[src/rtl/rd_ddr_fifo_sched.sv]
// Read-burst scheduler that keeps the display read FIFO topped up from DDR.
// It walks one frame's address range per frame_start, issues bursts only when
// the FIFO has room for the whole burst, and flushes the FIFO at every frame
// boundary. The FIFO write path is a zero-latency pass-through gated by DATA.
module rd_ddr_fifo_sched #(
  parameter int                    ADDR_WIDTH       = 28,
  parameter int                    DATA_WIDTH       = 256,
  parameter int                    FIFO_DEPTH_WIDTH = 10,
  parameter int                    BURST_LEN        = 64,
  parameter int                    FRAME_BEATS      = 32400,
  parameter logic [ADDR_WIDTH-1:0] BASE_ADDR        = '0,
  parameter int                    ADDR_STEP        = 32,
  parameter int                    FLUSH_CYCLES     = 8
) (
  input  logic                      clk,
  input  logic                      rst_n,
  input  logic                      enable,
  input  logic                      frame_start,
  output logic                      ddr_rd_req,
  output logic [ADDR_WIDTH-1:0]     ddr_rd_addr,
  output logic [8:0]                ddr_rd_len,
  input  logic                      ddr_rd_ack,
  input  logic                      ddr_rd_valid,
  input  logic [DATA_WIDTH-1:0]     ddr_rd_data,
  output logic                      fifo_wr_en,
  output logic [DATA_WIDTH-1:0]     fifo_wr_data,
  output logic                      fifo_rst,
  input  logic                      fifo_wr_full,
  input  logic [FIFO_DEPTH_WIDTH:0] fifo_wr_water_level,
  output logic                      frame_done,
  output logic                      frame_err,
  output logic                      busy
);

  localparam int REMAIN_W = $clog2(FRAME_BEATS + 1);
  localparam int FLUSH_W  = $clog2(FLUSH_CYCLES);
  localparam int LEVEL_W  = FIFO_DEPTH_WIDTH + 1;

  localparam logic [LEVEL_W-1:0] FIFO_DEPTH = {1'b1, {FIFO_DEPTH_WIDTH{1'b0}}};

  typedef enum logic [2:0] {
    IDLE,
    FLUSH,
    WAIT_SPACE,
    REQ,
    DATA,
    DONE
  } state_t;

  state_t                state;
  state_t                state_next;
  logic [ADDR_WIDTH-1:0] addr;
  logic [REMAIN_W-1:0]   remain;
  logic                  pending;
  logic [8:0]            beat_cnt;
  logic [FLUSH_W-1:0]    flush_cnt;
  logic                  settled;
  logic                  err_next;

  logic [LEVEL_W-1:0]    space;
  logic [8:0]            len_calc;
  logic [8:0]            beat_inc;
  logic                  beat_last;
  logic [REMAIN_W-1:0]   remain_after;
  logic [ADDR_WIDTH-1:0] addr_after;
  logic                  space_ok;

  // Free FIFO space and the length of the next burst (clipped to what is left).
  assign space     = FIFO_DEPTH - fifo_wr_water_level;
  assign len_calc  = (32'(remain) >= 32'(BURST_LEN)) ? 9'(BURST_LEN) : 9'(remain);
  assign space_ok  = (32'(space) >= 32'(len_calc)) && !fifo_wr_full;

  // The held ddr_rd_len doubles as the length of the burst in flight.
  assign beat_inc     = beat_cnt + 9'd1;
  assign beat_last    = (state == DATA) && ddr_rd_valid && (beat_inc == ddr_rd_len);
  assign remain_after = remain - REMAIN_W'(ddr_rd_len);
  assign addr_after   = addr + (ADDR_WIDTH'(ddr_rd_len) * ADDR_WIDTH'(ADDR_STEP));

  // Returned beats go straight into the FIFO, but only while a burst is owed.
  assign fifo_wr_en   = ddr_rd_valid & (state == DATA);
  assign fifo_wr_data = ddr_rd_data;

  // Next-state decode; a restart seen mid-burst waits for the burst to finish.
  always_comb begin
    state_next = state;
    err_next   = 1'b0;
    case (state)
      IDLE: begin
        if (frame_start && enable) state_next = FLUSH;
      end
      FLUSH: begin
        if (flush_cnt == FLUSH_W'(FLUSH_CYCLES - 1)) state_next = WAIT_SPACE;
      end
      WAIT_SPACE: begin
        if (frame_start) begin
          state_next = FLUSH;
          err_next   = (remain != '0);
        end else if (remain == '0) begin
          state_next = DONE;
        end else if (!enable) begin
          state_next = IDLE;
        end else if (settled && space_ok) begin
          state_next = REQ;
        end
      end
      REQ: begin
        if (ddr_rd_ack) state_next = DATA;
      end
      DATA: begin
        if (beat_last) begin
          if (pending || frame_start) begin
            state_next = FLUSH;
            err_next   = (remain_after != '0);
          end else begin
            state_next = WAIT_SPACE;
          end
        end
      end
      DONE: begin
        if (frame_start) state_next = FLUSH;
        else             state_next = IDLE;
      end
      default: state_next = IDLE;
    endcase
  end

  // State register, frame bookkeeping and registered outputs.
  always_ff @(posedge clk) begin
    if (!rst_n) begin
      state       <= IDLE;
      addr        <= '0;
      remain      <= '0;
      pending     <= 1'b0;
      beat_cnt    <= '0;
      flush_cnt   <= '0;
      settled     <= 1'b0;
      ddr_rd_req  <= 1'b0;
      ddr_rd_addr <= '0;
      ddr_rd_len  <= '0;
      fifo_rst    <= 1'b0;
      frame_done  <= 1'b0;
      frame_err   <= 1'b0;
      busy        <= 1'b0;
    end else begin
      state     <= state_next;
      settled   <= (state == WAIT_SPACE) && (state_next == WAIT_SPACE);
      flush_cnt <= (state == FLUSH) ? flush_cnt + 1'b1 : '0;

      if (state_next == FLUSH) begin
        addr   <= BASE_ADDR;
        remain <= REMAIN_W'(FRAME_BEATS);
      end else if (beat_last) begin
        addr   <= addr_after;
        remain <= remain_after;
      end

      if (state_next == FLUSH || state_next == IDLE) begin
        pending <= 1'b0;
      end else if (frame_start && (state == REQ || state == DATA)) begin
        pending <= 1'b1;
      end

      if (state == REQ) begin
        beat_cnt <= '0;
      end else if (fifo_wr_en) begin
        beat_cnt <= beat_inc;
      end

      if (state == WAIT_SPACE && state_next == REQ) begin
        ddr_rd_addr <= addr;
        ddr_rd_len  <= len_calc;
      end

      ddr_rd_req <= (state_next == REQ);
      fifo_rst   <= (state_next == FLUSH);
      frame_done <= (state_next == DONE);
      frame_err  <= err_next;
      busy       <= (state_next != IDLE);
    end
  end

endmodule
[config.mk]
export PLATFORM = sky130hd
export DESIGN_NAME = rd_ddr_fifo_sched
export DESIGN_NICKNAME = d
export VERILOG_FILES = /design/src/rtl/rd_ddr_fifo_sched.sv
export SDC_FILE = /design/constraint.sdc
export NUM_CORES = 1
export LEC_CHECK = 0
export CAP_MARGIN = 5
export CORE_AREA = 2 2 223 225
export CTS_CLUSTER_SIZE = 24
export DETAILED_ROUTE_END_ITERATION = 16
export DIE_AREA = 0 0 225 227
export GPL_TIMING_DRIVEN = 0
export PLACE_DENSITY = 0.51
export REMOVE_ABC_BUFFERS = 1
export SLEW_MARGIN = 20
export SYNTH_ARGS = -nofsm -noshare
export SYNTH_HDL_FRONTEND = slang
export SYNTH_SLANG_ARGS = --single-unit
[constraint.sdc]
create_clock -name clk -period 10.1 [get_ports clk]
set_clock_uncertainty 0.1 [all_clocks]
set_input_delay 2.02 -clock clk [delete_from_list [all_inputs] [get_ports clk]]
set_output_delay 2.02 -clock clk [all_outputs]
set_load 0.05 [all_outputs]
==> impl_metrics.json <==
{
  "status": "completed",
  "powerDensity_mw_per_mm2": 121.0,
  "dieArea_mm2": 0.05108,
  "arrival_ps": 6190,
  "drv_slew": 0,
  "drt_iter0_drc": 605,
  "syn_to_final_growth_pct": -5.703,
  "finalWirelength_um": 93100,
  "synthTopCellsByArea": "buf_4 27%, dfxtp_1 25%, ha_1 5.3%",
  "hp-start": "flush_cnt[0]$_SDFF_PN0_",
  "die_width_um": 225,
  "rsz0062_at_grt": "no",
  "setup.worst_path.end_class": "flip-flop",
  "combPwrFrac": 0.109,
  "ys_ff_latch": 92,
  "start_util": 0.1514,
  "post-synth-top-area-cell": "buf_4",
  "drc_errors": 0,
  "post_cts_buffers": 0,
  "p_leak_uw": 0.002252,
  "cts_max_path_buffers": 2,
  "worst_pin_slew_ps": 1094,
  "hold_depth": 1,
  "clock_sinks": 92,
  "grt_pass1_vias": 5610,
  "setup_viol": 0,
  "synthArstFlopShare": 0,
  "viasPerCell": 4.667,
  "ff2ff_path_depth": 13,
  "crit_path_start_kind": "primary input",
  "timing.rr.start": "remain[12]$_SDFFE_PN0P_",
  "p_int_uw": 577.9,
  "antenna_cells": 0,
  "fmax_mhz": 166.4,
  "cts_root_buf": "clkbuf_16",
  "cts_resized": 0,
  "fin_hold_ws_ps": 336.5,
  "clk_latency_ps": 370,
  "period_needed_ps": 6008,
  "cap_violations": 0,
  "p_sw_frac": 0.3110,
  "hold_viol": 0,
  "routabilityCongestion": 1.314,
  "clkPwrFrac": 0.445,
  "rows": 81,
  "yosysTopAreaCellShare": 0.2697,
  "rr_endpoint": "remain[1]$_SDFFE_PP0P_",
  "dr.pass1.iters": 5,
  "num_vias": 6272,
  "cts-htree-levels": 3,
  "syn_avg_cell_area_um2": 7.844,
  "hold_class": "reg2reg",
  "clkSlewWorstSetupHoldPaths_ps": 80,
  "p_switching_uw": 260.9,
  "drive_gt1_frac": 0.04709,
  "numCtsBuffers": 9,
  "routedWlPerCell_um": 69.27,
  "worstHoldEndpoint": "flush_cnt[0]$_SDFF_PN0_",
  "antenna_found_initial": 0,
  "tritoncts": "done",
  "grt_pass1_wl_um": 104600,
  "layout.nets": 1024,
  "cp_data_required_time_ps": 10280,
  "portBuffers": 55,
  "maxSlewHeadroom": 0.2652,
  "synth_flop_cell": "dfxtp_1",
  "p_total_uw": 838.8,
  "synth_edf_count": 0,
  "dieHeight_um": 227,
  "finalSetupTns_ps": 0,
  "utilization": 0.1428,
  "synthDistinctLibCells": 67,
  "crit_type": "in2reg",
  "synthCells": 937,
  "max-vdd-ir-drop_mv": 0.06722,
  "grt_max_degree": 64,
  "critPathSlowestCell": "nor4_1",
  "r2r_setup_slack_ps": 5580,
  "p_seq_frac": 0.446,
  "path_max_fanout": 30,
  "cp_cell_sequence": "clkdlybuf4s50_1, nor4_1, nand3_1, xor2_1, ha_1, a2111oi_0, o21a_1, o21ai_0, o311ai_0, o211a_1, a21bo_2, nand2_2, a211oi_1",
  "synth-seq-area-share": 0.2506,
  "holdBufCountCts": 0,
  "fin_crit_sh": 0.5949,
  "critPathMaxStageDelay_ps": 660,
  "ant_nets": 0,
  "core_area_mm2": 0.04855,
  "pin_count": 573,
  "netlist_area_mm2": 0.007350,
  "gr-total-overflow": 0,
  "grt.total_usage": 0.3551,
  "yosys_warnings": 0,
  "dp_hpwl_um": 86900
}
==> synth_stat cells (all sizes together) (8+ instances only) <==
| cell type | number |
|---|---|
| xor2 | 13 |
| nand3 | 42 |
| o31ai | 10 |
| xnor2 | 31 |
| nor2b | 10 |
| nor2 | 50 |
| inv | 27 |
| dfxtp | 92 |
| nor3 | 18 |
| nand2 | 88 |
| o21a | 12 |
| buf | 279 |
| nand4 | 9 |
| a21oi | 44 |
| ha | 31 |
| o21ai | 53 |
| nor4 | 8 |
| or3 | 12 |
| a211oi | 8 |
| clkbuf | 16 |
| a31oi | 9 |
==> cell type report <==
| class | count | area (um^2) |
|---|---|---|
| clock inverter | 7 | 83.83 |
| multi-input combinational | 527 | 3299 |
| inverter | 28 | 105.1 |
| clock buffer | 9 | 225.2 |
| timing repair buffer | 59 | 596.8 |
| sequential | 92 | 1842 |
| fill | 5487 | 41610 |
| tap | 622 | 778.2 |
==> state kept, by name, summed over array words and instances (netlist names), 3 cells and up <==
signal and count:
ddr_rd_addr 23, addr 23, state 3, beat_cnt 9, ddr_rd_len 9, remain 15
flush_cnt 3
==> routing by layer <==
metal,share of wire,GRT usage
met3,0.28,0.4765
met1,0.13,0.1175
met4,0.13,0.3657
met5,0.023,0.3273
met2,0.44,0.5601
==> power groups by stage <==
stage          sequential [uW]  combinational, uW  clock [uW]
2_1_floorplan              382               54.2           0
3_3_place_gp               382               89.6           0
3_5_place_dp               382               89.4           0
4_1_cts                    374               89.7         375
5_1_grt                    375               98.9         387
6_report                   374               91.0         373
==> worst max-delay path, delay by kind of cell <==
kind,cells,cell delay (ps)
AOI/OAI and AO/OA,7,1870
and+or+nand+nor,3,1290
buffers and inverters,1,480
adders and majority gates,1,280
xor gates and xnor gates,1,210
==> kinds of logic (layout without fill, tap and decap cells) <==
kind of cell | count (synthesis) | count (layout) | synth area share
AND/OR/NAND/NOR | 271 | 271 | 0.1830
XOR/XNOR | 45 | 45 | 0.05567
multiplexers | 2 | 2 | 0.002724
buffers and inverters | 323 | 103 | 0.3034
other | 2 | 7 | 0.001022
adder cells (fa/ha/maj) | 33 | 33 | 0.05822
AO/OA/AOI/OAI | 169 | 169 | 0.1454
flip-flops | 92 | 92 | 0.2506
==> layout by cell type (no fill, tap or decap), types with 10 or more instances in the layout <==
cell type	n
inv_1	27
clkdlybuf4s50_1	54
nand2_1	87
or3_1	12
xor2_1	13
nor2_1	49
o21ai_0	52
xnor2_1	31
nor3_1	18
ha_1	31
a21oi_1	44
o21a_1	12
nor2b_1	10
o31ai_1	10
dfxtp_1	92
nand3_1	41
==> worst max path at each step <==
stage / end / cells past startpoint / startpoint
after floorplan: ddr_rd_len[0]$_SDFFE_PN0P_ / 12 / fifo_wr_water_level[2]
after global placement: ddr_rd_addr[9]$_SDFFE_PN0P_ / 13 / fifo_wr_water_level[2]
after detailed placement: remain[1]$_SDFFE_PP0P_ / 13 / fifo_wr_water_level[2]
after CTS: remain[1]$_SDFFE_PP0P_ / 13 / fifo_wr_water_level[2]
after global routing: remain[1]$_SDFFE_PP0P_ / 13 / fifo_wr_water_level[2]
final: remain[1]$_SDFFE_PP0P_ / 13 / fifo_wr_water_level[2]
==> through the flow <==
step	area [um^2]	instances	setup WS [ps]
floorplan	5244	647	4675
global placement	6573	1324	2944
detailed placement	6610	1327	3723
CTS	6919	1343	4117
global route	6930	1344	3786
finish	6930	1344	4092
(Power assumes the default switching activity.)
